--- src/rtl/ps2_tx_pkg.sv ---
// ps2_tx_pkg: scan codes, key-index lookup table, break prefix, FSM state
// type and the frame parity helper shared by the PS/2 key transmitter.
package ps2_tx_pkg;

  localparam int NUM_KEYS = 13;

  localparam logic [7:0] CODE_SPACE = 8'h29;
  localparam logic [7:0] CODE_A     = 8'h1c;
  localparam logic [7:0] CODE_S     = 8'h1b;
  localparam logic [7:0] CODE_D     = 8'h23;
  localparam logic [7:0] CODE_J     = 8'h3b;
  localparam logic [7:0] CODE_K     = 8'h42;
  localparam logic [7:0] CODE_L     = 8'h4b;
  localparam logic [7:0] CODE_X     = 8'h22;
  localparam logic [7:0] CODE_C     = 8'h21;
  localparam logic [7:0] CODE_V     = 8'h2a;
  localparam logic [7:0] CODE_B     = 8'h32;
  localparam logic [7:0] CODE_N     = 8'h31;
  localparam logic [7:0] CODE_M     = 8'h3a;

  localparam logic [7:0] BREAK_PREFIX = 8'hF0;

  // key_n bit index -> scan code
  localparam logic [7:0] CODE_LUT [NUM_KEYS] = '{
    CODE_SPACE, CODE_A, CODE_S, CODE_D, CODE_J, CODE_K, CODE_L,
    CODE_X, CODE_C, CODE_V, CODE_B, CODE_N, CODE_M
  };

  typedef enum logic [2:0] {
    IDLE   = 3'd0,
    START  = 3'd1,
    DATA   = 3'd2,
    PARITY = 3'd3,
    STOP   = 3'd4,
    GAP    = 3'd5
  } ps2_state_e;

  // Odd parity: the parity bit makes the count of ones over data+parity odd.
  function automatic logic odd_parity(input logic [7:0] data);
    return ~(^data);
  endfunction

  // Table lookup guarded against indices past the last key.
  function automatic logic [7:0] key_code(input logic [3:0] idx);
    logic [7:0] code;
    if (idx < 4'd13) begin
      code = CODE_LUT[idx];
    end else begin
      code = 8'h00;
    end
    return code;
  endfunction

endpackage

--- src/rtl/ps2_key_tx_if.sv ---
// ps2_key_tx_if: PS/2 device-side lines plus transmitter status.
// The device drives everything (master); observers use the slave view.
interface ps2_key_tx_if;
  logic ps2_clk;
  logic ps2_data;
  logic busy;
  logic frame_done;

  modport master (output ps2_clk, output ps2_data, output busy, output frame_done);
  modport slave  (input  ps2_clk, input  ps2_data, input  busy, input  frame_done);
endinterface

--- src/rtl/ps2_frame_tx.sv ---
// ps2_frame_tx: serializes one byte as an 11-bit PS/2 frame (start, 8 data
// LSB first, odd parity, stop). Each bit is CLK_DIV cycles with ps2_clk high
// followed by CLK_DIV cycles low; ps2_data changes at the start of a bit.
// done pulses for one cycle right after the stop bit's low phase.
module ps2_frame_tx
  import ps2_tx_pkg::*;
#(
  parameter int unsigned CLK_DIV = 2500
) (
  input  logic       clk,
  input  logic       rst_n,
  input  logic       start,
  input  logic [7:0] tx_byte,
  output logic       ps2_clk,
  output logic       ps2_data,
  output logic       done
);

  localparam logic [15:0] HALF_LAST = 16'(CLK_DIV - 32'd1);

  ps2_state_e  state_r;
  logic [7:0]  shift_r;
  logic        parity_r;
  logic [15:0] half_cnt_r;
  logic        low_phase_r;
  logic [3:0]  bit_cnt_r;
  logic        active_s;
  logic        half_end_s;
  logic        bit_end_s;

  assign active_s   = (state_r != IDLE);
  assign half_end_s = (half_cnt_r == HALF_LAST);
  assign bit_end_s  = active_s & half_end_s & low_phase_r;

  // Half-period timer and ps2_clk: high phase first, then low phase, per bit.
  always_ff @(posedge clk) begin
    if (!rst_n) begin
      half_cnt_r  <= 16'd0;
      low_phase_r <= 1'b0;
      ps2_clk     <= 1'b1;
    end else if (!active_s) begin
      half_cnt_r  <= 16'd0;
      low_phase_r <= 1'b0;
      ps2_clk     <= 1'b1;
    end else if (half_end_s) begin
      half_cnt_r  <= 16'd0;
      low_phase_r <= ~low_phase_r;
      ps2_clk     <= low_phase_r;
    end else begin
      half_cnt_r  <= half_cnt_r + 16'd1;
    end
  end

  // Bit sequencer: captures the byte on start, then walks start/data/parity/stop.
  always_ff @(posedge clk) begin
    if (!rst_n) begin
      state_r   <= IDLE;
      shift_r   <= 8'h00;
      parity_r  <= 1'b0;
      bit_cnt_r <= 4'd0;
      ps2_data  <= 1'b1;
      done      <= 1'b0;
    end else begin
      done <= 1'b0;
      case (state_r)
        IDLE: begin
          if (start) begin
            state_r   <= START;
            shift_r   <= tx_byte;
            parity_r  <= odd_parity(tx_byte);
            bit_cnt_r <= 4'd0;
            ps2_data  <= 1'b0;
          end
        end
        START: begin
          if (bit_end_s) begin
            state_r   <= DATA;
            ps2_data  <= shift_r[0];
            shift_r   <= {1'b0, shift_r[7:1]};
            bit_cnt_r <= 4'd1;
          end
        end
        DATA: begin
          if (bit_end_s) begin
            if (bit_cnt_r == 4'd8) begin
              state_r  <= PARITY;
              ps2_data <= parity_r;
            end else begin
              ps2_data  <= shift_r[0];
              shift_r   <= {1'b0, shift_r[7:1]};
              bit_cnt_r <= bit_cnt_r + 4'd1;
            end
          end
        end
        PARITY: begin
          if (bit_end_s) begin
            state_r  <= STOP;
            ps2_data <= 1'b1;
          end
        end
        STOP: begin
          if (bit_end_s) begin
            state_r <= IDLE;
            done    <= 1'b1;
          end
        end
        default: begin
          state_r  <= IDLE;
          ps2_data <= 1'b1;
        end
      endcase
    end
  end

endmodule

--- src/rtl/ps2_key_tx.sv ---
// ps2_key_tx: 13-key PS/2 keyboard emulator. Keys are synchronized and
// edge-detected into pending make/break flags; the lowest pending key is sent
// through ps2_frame_tx, and every frame is followed by a 2*CLK_DIV idle gap.
// Optional feature macro PS2_BREAK_CODE_EN: when defined, key releases send
// F0 followed by the key code; when undefined, releases are ignored.
module ps2_key_tx
  import ps2_tx_pkg::*;
#(
  parameter int unsigned CLK_DIV = 2500
) (
  input  logic                clk,
  input  logic                rst_n,
  input  logic [NUM_KEYS-1:0] key_n,
  ps2_key_tx_if.master        bus
);

  localparam logic [16:0]         GAP_LAST = 17'(32'd2 * CLK_DIV - 32'd1);
  localparam logic [NUM_KEYS-1:0] KEY_ONE  = 13'd1;

  logic [NUM_KEYS-1:0] sync1_r;
  logic [NUM_KEYS-1:0] sync2_r;
  logic [NUM_KEYS-1:0] hist_r;
  logic [NUM_KEYS-1:0] make_pend_r;
  logic [NUM_KEYS-1:0] fall_s;
  logic [NUM_KEYS-1:0] req_s;
  logic [NUM_KEYS-1:0] make_clr_s;
`ifdef PS2_BREAK_CODE_EN
  logic [NUM_KEYS-1:0] brk_pend_r;
  logic [NUM_KEYS-1:0] rise_s;
  logic [NUM_KEYS-1:0] brk_clr_s;
  logic                sel_make_s;
  logic                owe_r;
  logic [3:0]          owe_idx_r;
`endif
  ps2_state_e  state_r;
  logic [16:0] gap_cnt_r;
  logic        busy_r;
  logic        gap_end_s;
  logic        any_pend_s;
  logic [3:0]  sel_idx_s;
  logic        start_s;
  logic [7:0]  tx_byte_s;
  logic        frame_clk_s;
  logic        frame_data_s;
  logic        frame_done_s;

  assign fall_s    = hist_r & ~sync2_r;
  assign gap_end_s = (state_r == GAP) && (gap_cnt_r == GAP_LAST);
`ifdef PS2_BREAK_CODE_EN
  assign rise_s     = ~hist_r & sync2_r;
  assign req_s      = make_pend_r | brk_pend_r;
  assign sel_make_s = make_pend_r[sel_idx_s];
`else
  assign req_s      = make_pend_r;
`endif

  // Two-flop synchronizer, edge history and pending flags (a new edge wins over a clear).
  always_ff @(posedge clk) begin
    if (!rst_n) begin
      sync1_r     <= {NUM_KEYS{1'b1}};
      sync2_r     <= {NUM_KEYS{1'b1}};
      hist_r      <= {NUM_KEYS{1'b1}};
      make_pend_r <= {NUM_KEYS{1'b0}};
`ifdef PS2_BREAK_CODE_EN
      brk_pend_r  <= {NUM_KEYS{1'b0}};
`endif
    end else begin
      sync1_r     <= key_n;
      sync2_r     <= sync1_r;
      hist_r      <= sync2_r;
      make_pend_r <= (make_pend_r & ~make_clr_s) | fall_s;
`ifdef PS2_BREAK_CODE_EN
      brk_pend_r  <= (brk_pend_r & ~brk_clr_s) | rise_s;
`endif
    end
  end

  // Priority pick: the lowest-index key with any pending event.
  always_comb begin
    any_pend_s = 1'b0;
    sel_idx_s  = 4'd0;
    for (int i = NUM_KEYS - 1; i >= 0; i--) begin
      if (req_s[i]) begin
        any_pend_s = 1'b1;
        sel_idx_s  = 4'(i);
      end else begin
        any_pend_s = any_pend_s;
        sel_idx_s  = sel_idx_s;
      end
    end
  end

  // Frame launch: decides the byte for this cycle and which pending flag it consumes.
  always_comb begin
    start_s    = 1'b0;
    tx_byte_s  = 8'h00;
    make_clr_s = {NUM_KEYS{1'b0}};
`ifdef PS2_BREAK_CODE_EN
    brk_clr_s  = {NUM_KEYS{1'b0}};
`endif
    case (state_r)
      IDLE: begin
        if (any_pend_s) begin
          start_s = 1'b1;
`ifdef PS2_BREAK_CODE_EN
          if (sel_make_s) begin
            tx_byte_s  = key_code(sel_idx_s);
            make_clr_s = KEY_ONE << sel_idx_s;
          end else begin
            tx_byte_s  = BREAK_PREFIX;
            brk_clr_s  = KEY_ONE << sel_idx_s;
          end
`else
          tx_byte_s  = key_code(sel_idx_s);
          make_clr_s = KEY_ONE << sel_idx_s;
`endif
        end else begin
          start_s = 1'b0;
        end
      end
`ifdef PS2_BREAK_CODE_EN
      GAP: begin
        if (gap_end_s && owe_r) begin
          start_s   = 1'b1;
          tx_byte_s = key_code(owe_idx_r);
        end else begin
          start_s = 1'b0;
        end
      end
`endif
      default: begin
        start_s = 1'b0;
      end
    endcase
  end

  // Frame/gap sequencer; START covers the whole frame while the serializer runs it.
  always_ff @(posedge clk) begin
    if (!rst_n) begin
      state_r   <= IDLE;
      gap_cnt_r <= 17'd0;
      busy_r    <= 1'b0;
`ifdef PS2_BREAK_CODE_EN
      owe_r     <= 1'b0;
      owe_idx_r <= 4'd0;
`endif
    end else begin
      case (state_r)
        IDLE: begin
          gap_cnt_r <= 17'd0;
          if (start_s) begin
            state_r <= START;
            busy_r  <= 1'b1;
`ifdef PS2_BREAK_CODE_EN
            owe_r     <= ~sel_make_s;
            owe_idx_r <= sel_idx_s;
`endif
          end else begin
            busy_r <= 1'b0;
          end
        end
        START: begin
          if (frame_done_s) begin
            state_r   <= GAP;
            gap_cnt_r <= 17'd1;
          end
        end
        GAP: begin
          if (gap_cnt_r == GAP_LAST) begin
`ifdef PS2_BREAK_CODE_EN
            if (owe_r) begin
              state_r <= START;
              owe_r   <= 1'b0;
            end else begin
              state_r <= IDLE;
              busy_r  <= 1'b0;
            end
`else
            state_r <= IDLE;
            busy_r  <= 1'b0;
`endif
          end else begin
            gap_cnt_r <= gap_cnt_r + 17'd1;
          end
        end
        default: begin
          state_r <= IDLE;
          busy_r  <= 1'b0;
        end
      endcase
    end
  end

  ps2_frame_tx #(
    .CLK_DIV (CLK_DIV)
  ) u_frame (
    .clk      (clk),
    .rst_n    (rst_n),
    .start    (start_s),
    .tx_byte  (tx_byte_s),
    .ps2_clk  (frame_clk_s),
    .ps2_data (frame_data_s),
    .done     (frame_done_s)
  );

  assign bus.ps2_clk    = frame_clk_s;
  assign bus.ps2_data   = frame_data_s;
  assign bus.busy       = busy_r;
  assign bus.frame_done = frame_done_s;

endmodule

--- src/flat_wrapper.sv ---
// flat-port wrapper written by rule: the top's interface ports become plain ports
module ps2_key_tx_flat import ps2_tx_pkg::*;
#(
  parameter int unsigned CLK_DIV = 2500
)
  (clk, rst_n, key_n, bus_ps2_clk, bus_ps2_data, bus_busy, bus_frame_done);
  ps2_key_tx_if bus_i ();
  input  logic clk;
  input  logic rst_n;
  input  logic [NUM_KEYS-1:0] key_n;
  output wire logic [$bits(bus_i.ps2_clk)-1:0] bus_ps2_clk;
  output wire logic [$bits(bus_i.ps2_data)-1:0] bus_ps2_data;
  output wire logic [$bits(bus_i.busy)-1:0] bus_busy;
  output wire logic [$bits(bus_i.frame_done)-1:0] bus_frame_done;
  assign bus_ps2_clk = bus_i.ps2_clk;
  assign bus_ps2_data = bus_i.ps2_data;
  assign bus_busy = bus_i.busy;
  assign bus_frame_done = bus_i.frame_done;
  ps2_key_tx #(.CLK_DIV(CLK_DIV)) u_core (.clk(clk), .rst_n(rst_n), .key_n(key_n), .bus(bus_i));
endmodule
--- config.mk ---
export PLATFORM = sky130hd
export DESIGN_NAME = ps2_key_tx_flat
export DESIGN_NICKNAME = d
export VERILOG_FILES = /design/src/rtl/ps2_tx_pkg.sv /design/src/rtl/ps2_key_tx_if.sv /design/src/rtl/ps2_frame_tx.sv /design/src/rtl/ps2_key_tx.sv /design/src/flat_wrapper.sv
export SDC_FILE = /design/constraint.sdc
export NUM_CORES = 1
export LEC_CHECK = 0
export ABC_AREA = 1
export CAP_MARGIN = 10
export CORE_ASPECT_RATIO = 1.2
export CORE_MARGIN = 4
export CORE_UTILIZATION = 30
export CTS_CLUSTER_SIZE = 20
export DETAILED_ROUTE_END_ITERATION = 12
export PLACE_DENSITY = 0.43
export SYNTH_ARGS = -nofsm -noshare
export SYNTH_HDL_FRONTEND = slang
export SYNTH_HIERARCHICAL = 1
export SYNTH_SLANG_ARGS = --single-unit
export TNS_END_PERCENT = 100
--- constraint.sdc ---
create_clock -name clk -period 2.8 [get_ports clk]
set_input_delay 0.42 -clock clk [delete_from_list [all_inputs] [get_ports clk]]
set_output_delay 0.42 -clock clk [all_outputs]
set_load 0.005 [all_outputs]
After elaboration in Yosys (flattened, before gate mapping)
Memory sizes are Yosys's and may differ from the RTL's.
Cells that the tools add are included.

storage, ports and cells
  input bits = 15
  register bits = 109
  memory bits (read-only) = 128
  word-level logic and storage cells = 141
  memories kept = 1

cells by class
  equal/unequal tests = 20
  reduce and logical (&&, ||, !) cells = 16
  multiplexer cells = 68
  bitwise gates (word level) = 14
  magnitude comparators = 2
  add/subtract/negate cells = 3
  shift operators = 1

memory list
  name             depth  width  read ports  clocked after memory_dff  wr ports  line              source
  (no name shown)  16     8      1           0                         0         ps2_tx_pkg.sv:47  code = CODE_LUT[idx];

operator list
  kind                                                                     count
  8-bit two-way mux                                                        9
  4-bit two-way mux                                                        17
  17-bit one-hot mux with 3 select lines                                   1
  17-bit two-way mux                                                       2
  13-bit bitwise AND                                                       2
  13-bit two-way mux                                                       2
  13-bit inverter                                                          2
  3-bit two-way mux                                                        8
  8-bit one-hot mux with 3 select lines                                    1
  1-bit two-way mux                                                        23
  2-bit != test, second input constant                                     9
  17-bit by 1-bit adder with 17-bit output, second input constant          1
  17-bit by 13-bit equality test with 1-bit output, second input constant  1
  16-bit by 1-bit adder with 16-bit output, second input constant          1
  16-bit by 12-bit equality test with 1-bit output, second input constant  1
  3-bit one-hot mux with 5 select lines                                    1
  13-bit OR                                                                1
  1-bit by 4-bit << shifter with 13-bit output, first input constant       1
  4-bit one-hot mux with 3 select lines                                    1
  5-bit AND reduction                                                      2
  3-bit one-hot mux with 3 select lines                                    1
  3-bit nonzero test                                                       3
  2-bit AND reduction                                                      4
  8-bit parity                                                             1
  17 further kinds                                                         29

Longest topological paths before layout
Gate-level depths: netlist of run 1.

  depth after elaboration = 22
  gate-level depth with buffers = 22
  depth with buffers taken out = 22

Modules after synthesis
The synthesis of run 1 kept the hierarchy.

by module, submodules not included
  module        cells an instance  instances  area each (um^2)  sequential area each (um^2)
  ps2_key_tx    410                1          3169.3            1441.4
  ps2_frame_tx  279                1          1988.2            720.7

Least setup slack after synthesis of run 1
OpenSTA, ideal clock, no wires.

  path kind = reg-to-reg
  from = reg u_core.make_pend_r[9]
  to = reg u_core.u_frame.parity_r
  slack = 0.419 ns
  path buffers = 0
  stages on the path, launching flop included = 22
  period minus slack after synthesis = 2.381 ns
  arrival time = 2.266 ns
  library setup time = 0.115 ns
  cells stage by stage = dfxtp_1 -> inv_1 -> nand2_1 -> nand2_1 -> nand2_1 -> nand2_1 -> nand2_1 -> nand2_1 -> nand2_1 -> nand2_1 -> nand2_1 -> nand2_1 -> ha_1 -> or2_0 -> nand2_1 -> nand2_1 -> a21oi_1 -> xnor2_1 -> xnor2_1 -> xnor2_1 -> o21ai_0 -> inv_1

between the ends
  cells in the longest elaborated chain, start to end = 19
  elaborated cells on any way between the ends = 33

ends and longest elaborated chain
  what                                                    line                source
  start: declaration                                      ps2_key_tx.sv:23    logic [NUM_KEYS-1:0] make_pend_r;
  start signal: assignment                                ps2_key_tx.sv:63    make_pend_r <= {NUM_KEYS{1'b0}};
  start signal: assignment                                ps2_key_tx.sv:71    make_pend_r <= (make_pend_r & ~make_clr_s) | fall_s;
  4-bit two-way mux (10 in a row)                         ps2_key_tx.sv:83    if (req_s[i]) begin
  4-bit inverter with 5-bit output (not written as such)  ps2_tx_pkg.sv:47
  memory 16 x 8 bit                                       n/a
  8-bit two-way mux (not written as such) (2 in a row)    ps2_tx_pkg.sv:47
  8-bit two-way mux                                       ps2_tx_pkg.sv:46    if (idx < 4'd13) begin
  8-bit two-way mux (*)                                   ps2_key_tx.sv:103   if (any_pend_s) begin
  8-bit two-way mux (*)                                   ps2_key_tx.sv:101   case (state_r)
  net u_core.tx_byte_s[0]                                 ps2_key_tx.sv:42    logic [7:0] tx_byte_s;
  8-bit parity (*)                                        ps2_tx_pkg.sv:40    return ~(^data);
  1-bit inverter (*)                                      ps2_tx_pkg.sv:40
  end signal: assignment                                  ps2_frame_tx.sv:70  parity_r <= odd_parity(tx_byte);
  end: declaration                                        ps2_frame_tx.sv:23  logic parity_r;

The timed path passes the listed nets; every way through them passes the cells marked *. The select of a mux whose other input is x is not followed.
A chain may end at the register's enable or synchronous reset.

Worst setup path in the final report of run 1
  from = reg u_core.make_pend_r[10]
  to = reg u_core.u_frame.parity_r

between the ends
  cells in the longest elaborated chain, start to end = 20
  elaborated cells on any way between the ends = 35

ends and longest elaborated chain
  what                                                    line
  4-bit two-way mux (11 in a row)                         ps2_key_tx.sv:83
  4-bit inverter with 5-bit output (not written as such)  ps2_tx_pkg.sv:47
  memory 16 x 8 bit                                       n/a
  8-bit two-way mux (not written as such) (2 in a row)    ps2_tx_pkg.sv:47
  8-bit two-way mux                                       ps2_tx_pkg.sv:46
  8-bit two-way mux (*)                                   ps2_key_tx.sv:103
  8-bit two-way mux (*)                                   ps2_key_tx.sv:101
  net u_core.tx_byte_s[0]                                 ps2_key_tx.sv:42
  8-bit parity (*)                                        ps2_tx_pkg.sv:40
  1-bit inverter (*)                                      ps2_tx_pkg.sv:40

Marks and branches as above.

==> results of run 1 <==
-- worst max-delay path by stage --
stage / start / end / slack (ns) / depth (start not counted)
6_report: u_core/make_pend_r[10] / u_core/u_frame/parity_r / 0.34 / 22
3_3_place_gp: u_core/make_pend_r[10] / u_core/u_frame/parity_r / 0.28 / 22
4_1_cts: u_core/make_pend_r[9] / u_core/u_frame/parity_r / 0.18 / 21
3_5_place_dp: u_core/make_pend_r[9] / u_core/u_frame/parity_r / 0.19 / 21
5_1_grt: u_core/make_pend_r[10] / u_core/u_frame/parity_r / 0.04 / 22
2_1_floorplan: u_core/make_pend_r[9] / u_core/u_frame/parity_r / 0.42 / 21
-- cell usage after synthesis, types with 2 or more instances --
master and count:
sky130_fd_sc_hd__nor2_2 5, sky130_fd_sc_hd__buf_2 5, sky130_fd_sc_hd__ha_1 11, sky130_fd_sc_hd__o31ai_1 3
sky130_fd_sc_hd__nand2_1 148, sky130_fd_sc_hd__buf_6 2, sky130_fd_sc_hd__nand3_2 4, sky130_fd_sc_hd__o21ai_0 16
sky130_fd_sc_hd__nor4_1 7, sky130_fd_sc_hd__nand3_1 54, sky130_fd_sc_hd__o21ai_1 6, sky130_fd_sc_hd__clkbuf_1 9
sky130_fd_sc_hd__buf_4 2, sky130_fd_sc_hd__inv_2 7, sky130_fd_sc_hd__xor2_1 11, sky130_fd_sc_hd__a21oi_1 57
sky130_fd_sc_hd__nor3_2 3, sky130_fd_sc_hd__inv_1 73, sky130_fd_sc_hd__a21oi_2 11, sky130_fd_sc_hd__nand4_1 15
sky130_fd_sc_hd__nor2_4 4, sky130_fd_sc_hd__nand2_2 16, sky130_fd_sc_hd__dfxtp_1 108, sky130_fd_sc_hd__xnor2_1 5
sky130_fd_sc_hd__nor2_1 48, sky130_fd_sc_hd__or2_2 33, sky130_fd_sc_hd__nand3b_1 2, sky130_fd_sc_hd__nor3_1 11
-- layer usage --
metal	routed length, um	GRT usage (%)	vias to the layer above
li1	-	-	2255
met1	5350	14.8	1952
met2	5240	20.5	53
met3	311	3.26	15
met4	155	3.66	0
met5	0	0	-
-- timing repair --
action                     in CTS  in global routing
resized for setup               0                  8
setup endpoints to repair       0                  1
buffers inserted                0                  1
hold buffers                    0                  0
-- flip-flops by register name, indices dropped and copies added, names as in the netlist, 4 cells and up --
name / count
u_core/gap_cnt_r: 17
u_core/sync1_r: 13
u_core/u_frame/shift_r: 8
u_core/u_frame/half_cnt_r: 16
u_core/make_pend_r: 13
u_core/sync2_r: 13
u_core/u_frame/bit_cnt_r: 4
u_core/hist_r: 13
-- worst max-delay path, stage by stage (launching register included) --
cell	delay (ns)
sky130_fd_sc_hd__dfxtp_1	0.32
sky130_fd_sc_hd__inv_1	0.05
sky130_fd_sc_hd__nand2_1	0.04
sky130_fd_sc_hd__nand2_1	0.05
sky130_fd_sc_hd__nand2_1	0.05
sky130_fd_sc_hd__nand2_1	0.05
sky130_fd_sc_hd__nand2_1	0.04
sky130_fd_sc_hd__nand2_1	0.05
sky130_fd_sc_hd__nand2_1	0.04
sky130_fd_sc_hd__nand2_1	0.05
sky130_fd_sc_hd__nand2_1	0.05
sky130_fd_sc_hd__nand2_1	0.08
sky130_fd_sc_hd__nand2_2	0.10
sky130_fd_sc_hd__ha_4	0.27
sky130_fd_sc_hd__or2_0	0.23
sky130_fd_sc_hd__nand2_1	0.10
sky130_fd_sc_hd__nand2_1	0.07
sky130_fd_sc_hd__a21oi_2	0.15
sky130_fd_sc_hd__xnor2_1	0.15
sky130_fd_sc_hd__xnor2_1	0.15
sky130_fd_sc_hd__xnor2_1	0.08
sky130_fd_sc_hd__o21ai_0	0.14
sky130_fd_sc_hd__inv_1	0.05
-- cells by family after synthesis --
logic type,after synthesis,synth area share (%)
flops,108,41.9
buf+inv,100,8.18
compound gates,96,10.4
fa+ha+maj,11,2.67
simple gates,357,34.1
xor+xnor,16,2.72
other cells,1,0.0727
-- power breakdown --
part	switching [mW]	internal, mW
combinational	0.674	0.376
sequential	0.0742	1.65
clock	0.645	0.656
-- cell type report --
class                           count  area share [%]
Clock buffer                       10            4.04
Sequential cell                   108            36.6
Tap cell                          216            4.57
Multi-Input combinational cell    482            44.2
Clock inverter                      6            1.08
Inverter                           81            5.16
Timing Repair Buffer               27            4.40
==> results by group, run 1 <==
Finish
  – Commonest non-fill, non-tap cell in the layout: sky130_fd_sc_hd__nand2_1
  – Post-Layout Cell Count: 930
  – Cell area after layout: 0.00591 mm^2
  – Layout Utilization: approximately a third
  – Fill cells: between 1500 and 2000
  – Commonest non-fill, non-tap cells in the layout: 147 x sky130_fd_sc_hd__nand2_1, 107 x sky130_fd_sc_hd__dfxtp_1, 72 x sky130_fd_sc_hd__inv_1, 54 x sky130_fd_sc_hd__nand3_1, 53 x sky130_fd_sc_hd__a21oi_1
  – Fraction of layout instances using a drive strength above 1: between 10% and 20%
  – Net count of the finished layout: approximately 740
  – Number of inserted diodes: 0
  – Syn-to-layout area delta: 14.7%
  – Combined area of the multi-input logic cells: 0.00261 mm^2
  – FF+latch area: approximately 0.0022 mm^2

Hold path
  – Class of the worst hold path: reg2reg
  – Number of cells traversed by the worst hold path: 1
  – Beginning of the worst hold path: u_core/sync1_r[6]
  – Endpoint of the worst hold path: u_core/sync2_r[6]

STA
  – Measured slew at the worst slew-check pin: approximately 0.5 ns
  – Clock period minus final worst setup slack: 2.46 ns
  – Max Fclk: 407 MHz
  – Final worst-path setup slack: 0.343 ns
  – Final clock period utilization by the worst path: 87.7%
  – Final number of hold-violating endpoints: 0
  – Relative slew margins: 66.0%
  – Total of endpoints with negative setup slack in the final report: 0
  – RSZ-0062 raised after global routing: false
  – Worst hold slack across all endpoints: 0.409 ns
  – Number of pins exceeding their max-slew limit in the final report: 0
  – Aggregate negative setup slack: 0 ns
  – Setup clock skew after layout: 0.0109 ns

Synthesis
  – Library cells used by synthesis: 41
  – Post-synthesis cell area: 0.00516 mm^2
  – Post-synth EDFFs: 0
  – Average cell area after synthesis: 7.49 um^2
  – Area contributors post-synth: sky130_fd_sc_hd__dfxtp_1 42%, sky130_fd_sc_hd__nand2_1 11%, sky130_fd_sc_hd__a21oi_1 5.5%
  – Count of mapped cells out of synthesis: about 690
  – Synth top area share: between 40% and 50%
  – YS warnings: 6
  – Cell type contributing the most total cell area after synthesis: sky130_fd_sc_hd__dfxtp_1
  – Share of synthesized area occupied by flip-flops and latches: a little over two fifths
  – Ys async rst share: 0%
  – Main synth FF type: sky130_fd_sc_hd__dfxtp_1
  – Number of register bits inferred by synthesis: around 110

Floorplan
  – Row count: 52
  – Vertical die dimension: 152 um
  – Chip width: 128 um
  – Core footprint: 0.0169 mm^2
  – Initial core utilization: 30.6%
  – Number of top-level pins: 19
  – Die area: 0.0194 mm^2

Worst setup path
  – Critical path arrival: 2.72 ns
  – CP max FO: 4
  – Register-to-register path setup slack: 0.34 ns
  – Crit Reg-Reg Startpoint: u_core/make_pend_r[10]
  – Class of the most critical setup path: reg2reg
  – Destination of the worst register-to-register timing path: u_core/u_frame/parity_r
  – Worst Setup End Kind: flip-flop
  – Startpoint types: flip-flop
  – Worst reg-to-reg path cell count: 22
  – Req. time, crit path: 3.06 ns

Routing
  – Number of detailed-route iterations in the first pass: 4
  – Via-per-instance ratio: 4.60
  – Drt first-iter violations: 257
  – Wire length after detailed routing: 11100 um
  – Post-detailed-route DRC marker count: 0
  – Average routed wire per standard cell: 11.9 um
  – Via count: about 4300
  – Routed Antenna Nets: 0

Pwr
  – Pwr dens: about 690 mW/mm^2
  – Highest ir drop seen on vdd: 0.000374 V
  – Static leakage: about 2.3 nW
  – Design Power: 4.08 mW

Global routing
  – Number of global-route vias before repair: 4089
  – Grt total ovfl: 0
  – Maximum number of pins on one net before global-route repair: 59
  – Initial antenna violation count: 0
  – Wire length of the first global-routing pass: 18900 um
  – Total global-route track usage: 12.0%

Place
  – Placed cell area: about 0.0056 mm^2
  – Port-buffer cells: 18
  – Number of instances in the placed design: 913
  – Setup slack after placement: 0.194 ns
  – Final weighted congestion in routability-driven placement: 0.826
  – HPWL Detailed: 7830 um

Clock network
  – Maximum level of the CTS H-tree: 3
  – Clock root cell: sky130_fd_sc_hd__clkbuf_16
  – Clock latency on the worst-skew pair: 0.36 ns
  – Maximum clock insertion buffer count: 2
  – Clk slew on worst S/H paths: 0.08 ns
  – Clock sink total: 108
  – Num CTS Buffers: 9
  – CTS tree: yes

Outcome
  – Result of the run: complete, no violations

Job
  – Count of maximum capacitance violations: 0
(Power assumes the default switching activity.)
==> run 2: changes to the inputs <==
--- a/config.mk
+++ b/config.mk
@@ -12,6 +12,7 @@
 export CORE_UTILIZATION = 30
 export CTS_CLUSTER_SIZE = 20
 export DETAILED_ROUTE_END_ITERATION = 12
+export GPL_ROUTABILITY_DRIVEN = 0
 export PLACE_DENSITY = 0.43
 export SYNTH_ARGS = -nofsm -noshare
 export SYNTH_HDL_FRONTEND = slang
==> results of run 2 <==
Same layout as run 1: the final DEF is identical, and so are final timing and power.
